--- config.mk ---
export PLATFORM = sky130hd
export DESIGN_NAME = fetch_sequencer
export DESIGN_NICKNAME = d
export VERILOG_FILES = /design/src/rtl/fetch_sequencer.sv
export SDC_FILE = /design/constraint.sdc
export NUM_CORES = 1
export LEC_CHECK = 0
export CELL_PAD_IN_SITES_DETAIL_PLACEMENT = 1
export CELL_PAD_IN_SITES_GLOBAL_PLACEMENT = 1
export CORE_ASPECT_RATIO = 0.75
export CORE_MARGIN = 1.5
export CORE_UTILIZATION = 38
export CTS_BUF_LIST = sky130_fd_sc_hd__clkbuf_8
export DETAILED_ROUTE_END_ITERATION = 10
export GPL_TIMING_DRIVEN = 0
export PLACE_DENSITY = 0.8
export SYNTH_ARGS = -nofsm -noshare
export SYNTH_HDL_FRONTEND = slang
export SYNTH_SLANG_ARGS = --single-unit
--- constraint.sdc ---
create_clock -name clk -period 2.5 [get_ports clk]
set_input_delay 0.625 -clock clk [delete_from_list [all_inputs] [get_ports clk]]
set_output_delay 0.625 -clock clk [all_outputs]
set_load 0.02 [all_outputs]
--- src/rtl/fetch_sequencer.sv ---
// fetch_sequencer: program-counter sequencer and 2-entry fetch buffer sitting
// between a combinational instruction ROM and the decode stage. Each fetched
// word is tagged with its PC and handed to decode over valid/ready.
module fetch_sequencer #(
  parameter int              AW       = 8,
  parameter int              DW       = 32,
  parameter logic [AW-1:0]   RESET_PC = '0,
  parameter logic [AW-1:0]   PC_LIMIT = AW'(255)
) (
  input  logic          clk,
  input  logic          rst_n,
  input  logic          en,
  input  logic          halt,
  input  logic          redirect_valid,
  input  logic [AW-1:0] redirect_pc,
  output logic [AW-1:0] rom_addr,
  input  logic [DW-1:0] rom_rd,
  output logic [DW-1:0] instr,
  output logic [AW-1:0] instr_pc,
  output logic          instr_valid,
  input  logic          instr_ready,
  output logic          busy,
  output logic          done
);

  localparam logic [1:0] ST_IDLE = 2'd0;
  localparam logic [1:0] ST_RUN  = 2'd1;
  localparam logic [1:0] ST_DONE = 2'd2;

  logic [1:0]    state_q, state_d;
  logic [AW-1:0] pc_q, pc_d;
  logic [1:0]    cnt_q, cnt_d;

  // Slot 0 is always the queue head; slot 1 shifts down on a pop.
  logic [DW-1:0] q_data_q [0:1];
  logic [DW-1:0] q_data_d [0:1];
  logic [AW-1:0] q_pc_q   [0:1];
  logic [AW-1:0] q_pc_d   [0:1];

  logic          pop;
  logic          push;
  logic          q_empty;

  assign q_empty = (cnt_q == 2'd0);

  // A redirect flushes the queue, so any handshake in that cycle is void.
  assign pop  = !q_empty && instr_ready && !redirect_valid;

  // Fetch only while running; a full queue can still accept if it pops.
  assign push = (state_q == ST_RUN) && !redirect_valid && !halt &&
                ((cnt_q < 2'd2) || pop);

  // Next-state, next-pc and queue update; redirect overrides everything.
  always_comb begin
    logic [1:0] cnt_tmp;
    state_d  = state_q;
    pc_d     = pc_q;
    q_data_d = q_data_q;
    q_pc_d   = q_pc_q;
    cnt_tmp  = cnt_q;
    cnt_d    = cnt_q;

    if (redirect_valid) begin
      cnt_d   = 2'd0;
      pc_d    = redirect_pc;
      state_d = ST_RUN;
    end else begin
      case (state_q)
        ST_IDLE: begin
          if (en) state_d = ST_RUN;
        end
        ST_RUN: begin
          if (halt) begin
            state_d = ST_DONE;
          end else if (push) begin
            // Fetching the limit (or anything redirected past it) ends the
            // program; pc is left pointing at the last fetched word.
            if (pc_q >= PC_LIMIT) state_d = ST_DONE;
            else                  pc_d    = pc_q + AW'(1);
          end
        end
        ST_DONE: begin
          state_d = ST_DONE;
        end
        default: state_d = ST_IDLE;
      endcase

      if (pop) begin
        q_data_d[0] = q_data_q[1];
        q_pc_d[0]   = q_pc_q[1];
        cnt_tmp     = cnt_q - 2'd1;
      end
      if (push) begin
        q_data_d[cnt_tmp[0]] = rom_rd;
        q_pc_d[cnt_tmp[0]]   = pc_q;
        cnt_tmp              = cnt_tmp + 2'd1;
      end
      cnt_d = cnt_tmp;
    end
  end

  // Control registers: state, program counter and queue occupancy.
  always_ff @(posedge clk or negedge rst_n) begin
    if (!rst_n) begin
      state_q <= ST_IDLE;
      pc_q    <= RESET_PC;
      cnt_q   <= 2'd0;
    end else begin
      state_q <= state_d;
      pc_q    <= pc_d;
      cnt_q   <= cnt_d;
    end
  end

  genvar gi;
  generate
    for (gi = 0; gi < 2; gi++) begin : g_slot
      // Per-slot payload registers (instruction word and its PC tag).
      always_ff @(posedge clk or negedge rst_n) begin
        if (!rst_n) begin
          q_data_q[gi] <= '0;
          q_pc_q[gi]   <= '0;
        end else begin
          q_data_q[gi] <= q_data_d[gi];
          q_pc_q[gi]   <= q_pc_d[gi];
        end
      end
    end
  endgenerate

  assign rom_addr    = pc_q;
  assign instr_valid = !q_empty;
  assign instr       = q_empty ? '0 : q_data_q[0];
  assign instr_pc    = q_empty ? '0 : q_pc_q[0];
  assign busy        = (state_q == ST_RUN);
  assign done        = (state_q == ST_DONE);

endmodule

==> tab_implementation.tex <==
\begin{tabular}{lr}
\hline
Metric & Value \\
\hline
\multicolumn{2}{l}{\textbf{Timing}} \\
Clock period minus final worst setup slack & 2370 ps \\
Minimum hold slack & 129 ps \\
Post-route clock skew & 6.91 ps \\
Count of final max-slew check failures & 0 \\
Max-Slew Margin vs Limit & 62.1\% \\
Final cycle utilization of the critical path & 94.8\% \\
Max frequency & 422 MHz \\
Count of endpoints failing setup in the final report & 0 \\
RSZ-0062 raised after global routing & no \\
Final Hold Vio Count & 0 \\
Actual slew at the worst max-slew pin & 569 ps \\
\multicolumn{2}{l}{\textbf{Routing}} \\
Remaining design rule violation count & 0 \\
First DRT Iteration DRCs & 134 \\
Detail Route Antenna Nets & 0 \\
WL per Instance & 19.5 µm \\
Via density per instance & 5.47 \\
Number of search-and-repair iterations in the first detailed-routing pass & 4 \\
Routed wire length & 11.9 mm \\
Via Count & 3336 \\
\multicolumn{2}{l}{\textbf{Cells and area}} \\
Most common cell after layout, fill and taps aside & dfrtp\_1 \\
End-of-flow core utilization & 51.2\% \\
Antenna fix cells & 0 \\
Commonest non-fill, non-tap cells in the layout & dfrtp\_1, clkdlybuf4s50\_1, nor2b\_1, o21a\_1, o32a\_1 \\
Nets@finish & 517 \\
Fraction of layout cells with a size suffix above 1 & 17.4\% \\
Area added between synthesis and finish & 30.2\% \\
\multicolumn{2}{l}{\textbf{Place}} \\
Post-DP HPWL & 8.55 mm \\
\# port buffers & 96 \\
Gp weighted congestion & 0.779 \\
\multicolumn{2}{l}{\textbf{Synth}} \\
Most used DFF post-synth & dfrtp\_1 \\
FFs w/ async S/R, synth & 100\% \\
Yosys warning count & 0 \\
Average cell area after synthesis & 12.1 µm² \\
Number of enable-type register cells in the synthesized netlist & 0 \\
Distinct cell type count of the synthesized netlist & 39 \\
Number of storage elements in the synthesis netlist & 92 \\
Mapped cell area & 0.00434 mm² \\
Sequential cell area fraction in the yosys report & 53.1\% \\
Number of standard cells after synthesis & 358 \\
Net count after synthesis & 409 \\
\multicolumn{2}{l}{\textbf{Die}} \\
Vert. Die Dim & 95.5 µm \\
Horizontal die dimension & 126 µm \\
\# rows & 33 \\
Initial core utilization & 39.3\% \\
Die area & 0.0121 mm² \\
Standard cell core area & 0.0110 mm² \\
I/O pin count & 97 \\
\multicolumn{2}{l}{\textbf{GRT}} \\
Via count of the first global-routing pass & 3831 \\
First-pass GRT wire length & 20.1 mm \\
Overflow after GRT & 0 \\
Overall fraction of global-route tracks in use & 21.8\% \\
Pin count of the biggest net entering global routing & 75 \\
Antenna violations before repair & 0 \\
\multicolumn{2}{l}{\textbf{Critical path}} \\
FF-to-FF Start & state\_q[1] \\
R2R cell count & 7 \\
Required arrival time at the worst endpoint & 2750 ps \\
Critical path startpoint category & input port \\
Category of the critical setup timing path & input port to flop \\
Critical Path Source & redirect\_valid \\
Arrival time of data at the critical path endpoint & 2620 ps \\
CP endpoint kind & flop \\
Register-to-register setup slack & 260 ps \\
Maximum fanout along the worst path & 10 \\
\multicolumn{2}{l}{\textbf{Clocking}} \\
Clock slew seen by the registers of the worst setup and hold paths & 90 ps \\
Number of clock sinks seen by CTS & 92 \\
Latest clock arrival within the worst-skew pair & 360 ps \\
\# hold bufs at CTS & 0 \\
Library cell used as clock root buffer & clkbuf\_8 \\
Max clock buf depth & 2 \\
Clock buffer count from CTS & 9 \\
Clock tree from TritonCTS & yes \\
Maximum level of the CTS H-tree & 3 \\
\multicolumn{2}{l}{\textbf{Hold path}} \\
Hold Path Class & input port to async pin \\
\multicolumn{2}{l}{\textbf{Power}} \\
Total power after layout & 6.98 mW \\
Leakage & 2.35 nW \\
Largest vdd supply drop & 0.000552 V \\
Power Dens Cells & 1240 mW/mm² \\
\multicolumn{2}{l}{\textbf{Job}} \\
Max-cap viol count & 0 \\
\multicolumn{2}{l}{\textbf{Status}} \\
Status & finished clean \\
\hline
\end{tabular}
timing repair:
action,CTS,global route
setup buffers,0,0
endpoints found under the setup margin,41,39
resized for setup,53,41
worst max-delay path: stages:
cell	delay (ps)
clkdlybuf4s50_1	520
nor3b_2	310
o21ai_2	200
nor2_2	320
buf_4	270
mux2_1	360
logic make-up after synthesis:
kind of cell             Yosys count  synth area share [%]
XOR/XNOR                           3                 0.606
buffers and inverters             36                  3.66
adder cells (fa/ha/maj)            5                  1.44
flip-flops                        92                  53.1
AND/OR/NAND/NOR                   75                  10.3
AO/OA/AOI/OAI                    102                  19.4
multiplexers                      45                  11.6
per-stage QoR:
stage / setup TNS, ps / instances / worst slack, ps / instance area (µm²)
after floorplan: 0 / 358 / 528 / 4340
after global placement: -250660 / 594 / -2550 / 5470
after detailed placement: -20170 / 595 / -240 / 5500
after CTS: 0 / 610 / 11.8 / 5700
after global routing: 0 / 610 / 29.6 / 5650
final: 0 / 610 / 131 / 5650
cell type report:
cell class              instances  area, µm²
fillers                      1198       5380
flip-flops and latches         92       2300
multi-input cells             230       1890
repair buffers                 97        881
well taps                     140        175
clock buffers                  11        151
plain buffers                  27        140
clock inverters                 4       72.6
inverters                       9       33.8
report_power, final:
group / leakage [nW] / switching (mW) / internal [mW]
clock: 0.111 / 0.512 / 0.611
sequential: 1.08 / 0.411 / 2.19
combinational: 1.16 / 1.76 / 1.50
total: 2.35 / 2.68 / 4.30
cells in the mapped netlist (2+ instances only):
cell      count  area share, %
o21ai_0       7           0.81
nand2_1       8           0.69
mux2_2       22            5.7
or3_1         3           0.43
dfrtp_1      92             53
o21a_1       40            6.9
clkbuf_1     16            1.4
o32a_1       39            9.0
mux2i_1       4           0.92
nand4_1       2           0.29
buf_4         4           0.69
nor2_1        8           0.69
a31oi_1       4           0.58
inv_1         9           0.78
buf_2         7           0.81
a211oi_1      2           0.35
nor2b_1      41            5.9
ha_1          5            1.4
xnor2_1       2           0.40
nand3_1       5           0.58
mux2_1       19            4.9
o21ai_1       2           0.23
routing by layer:
layer	share of wire, %	global-route usage [%]	vias up	wire, µm
li1	-	-	1535	-
met2	47	35.9	98	5600
met4	1.4	6.99	0	162
met3	5.1	5.27	20	603
met1	46	28.7	1683	5530
met5	0	0	-	0
worst min-delay path by stage:
stage	endpoint	depth (start not counted)	slack, ps	startpoint
6_report	rom_addr[2]	1	130	rst_n
5_1_grt	rom_addr[4]	1	130	rst_n
4_1_cts	rom_addr[2]	1	120	rst_n
3_5_place_dp	q_data_q[35]	1	470	q_data_q[35]
3_3_place_gp	q_data_q[61]	1	470	q_data_q[61]
2_1_floorplan	async pin	0	330	rst_n
Power figures use the tool's default switching activity.
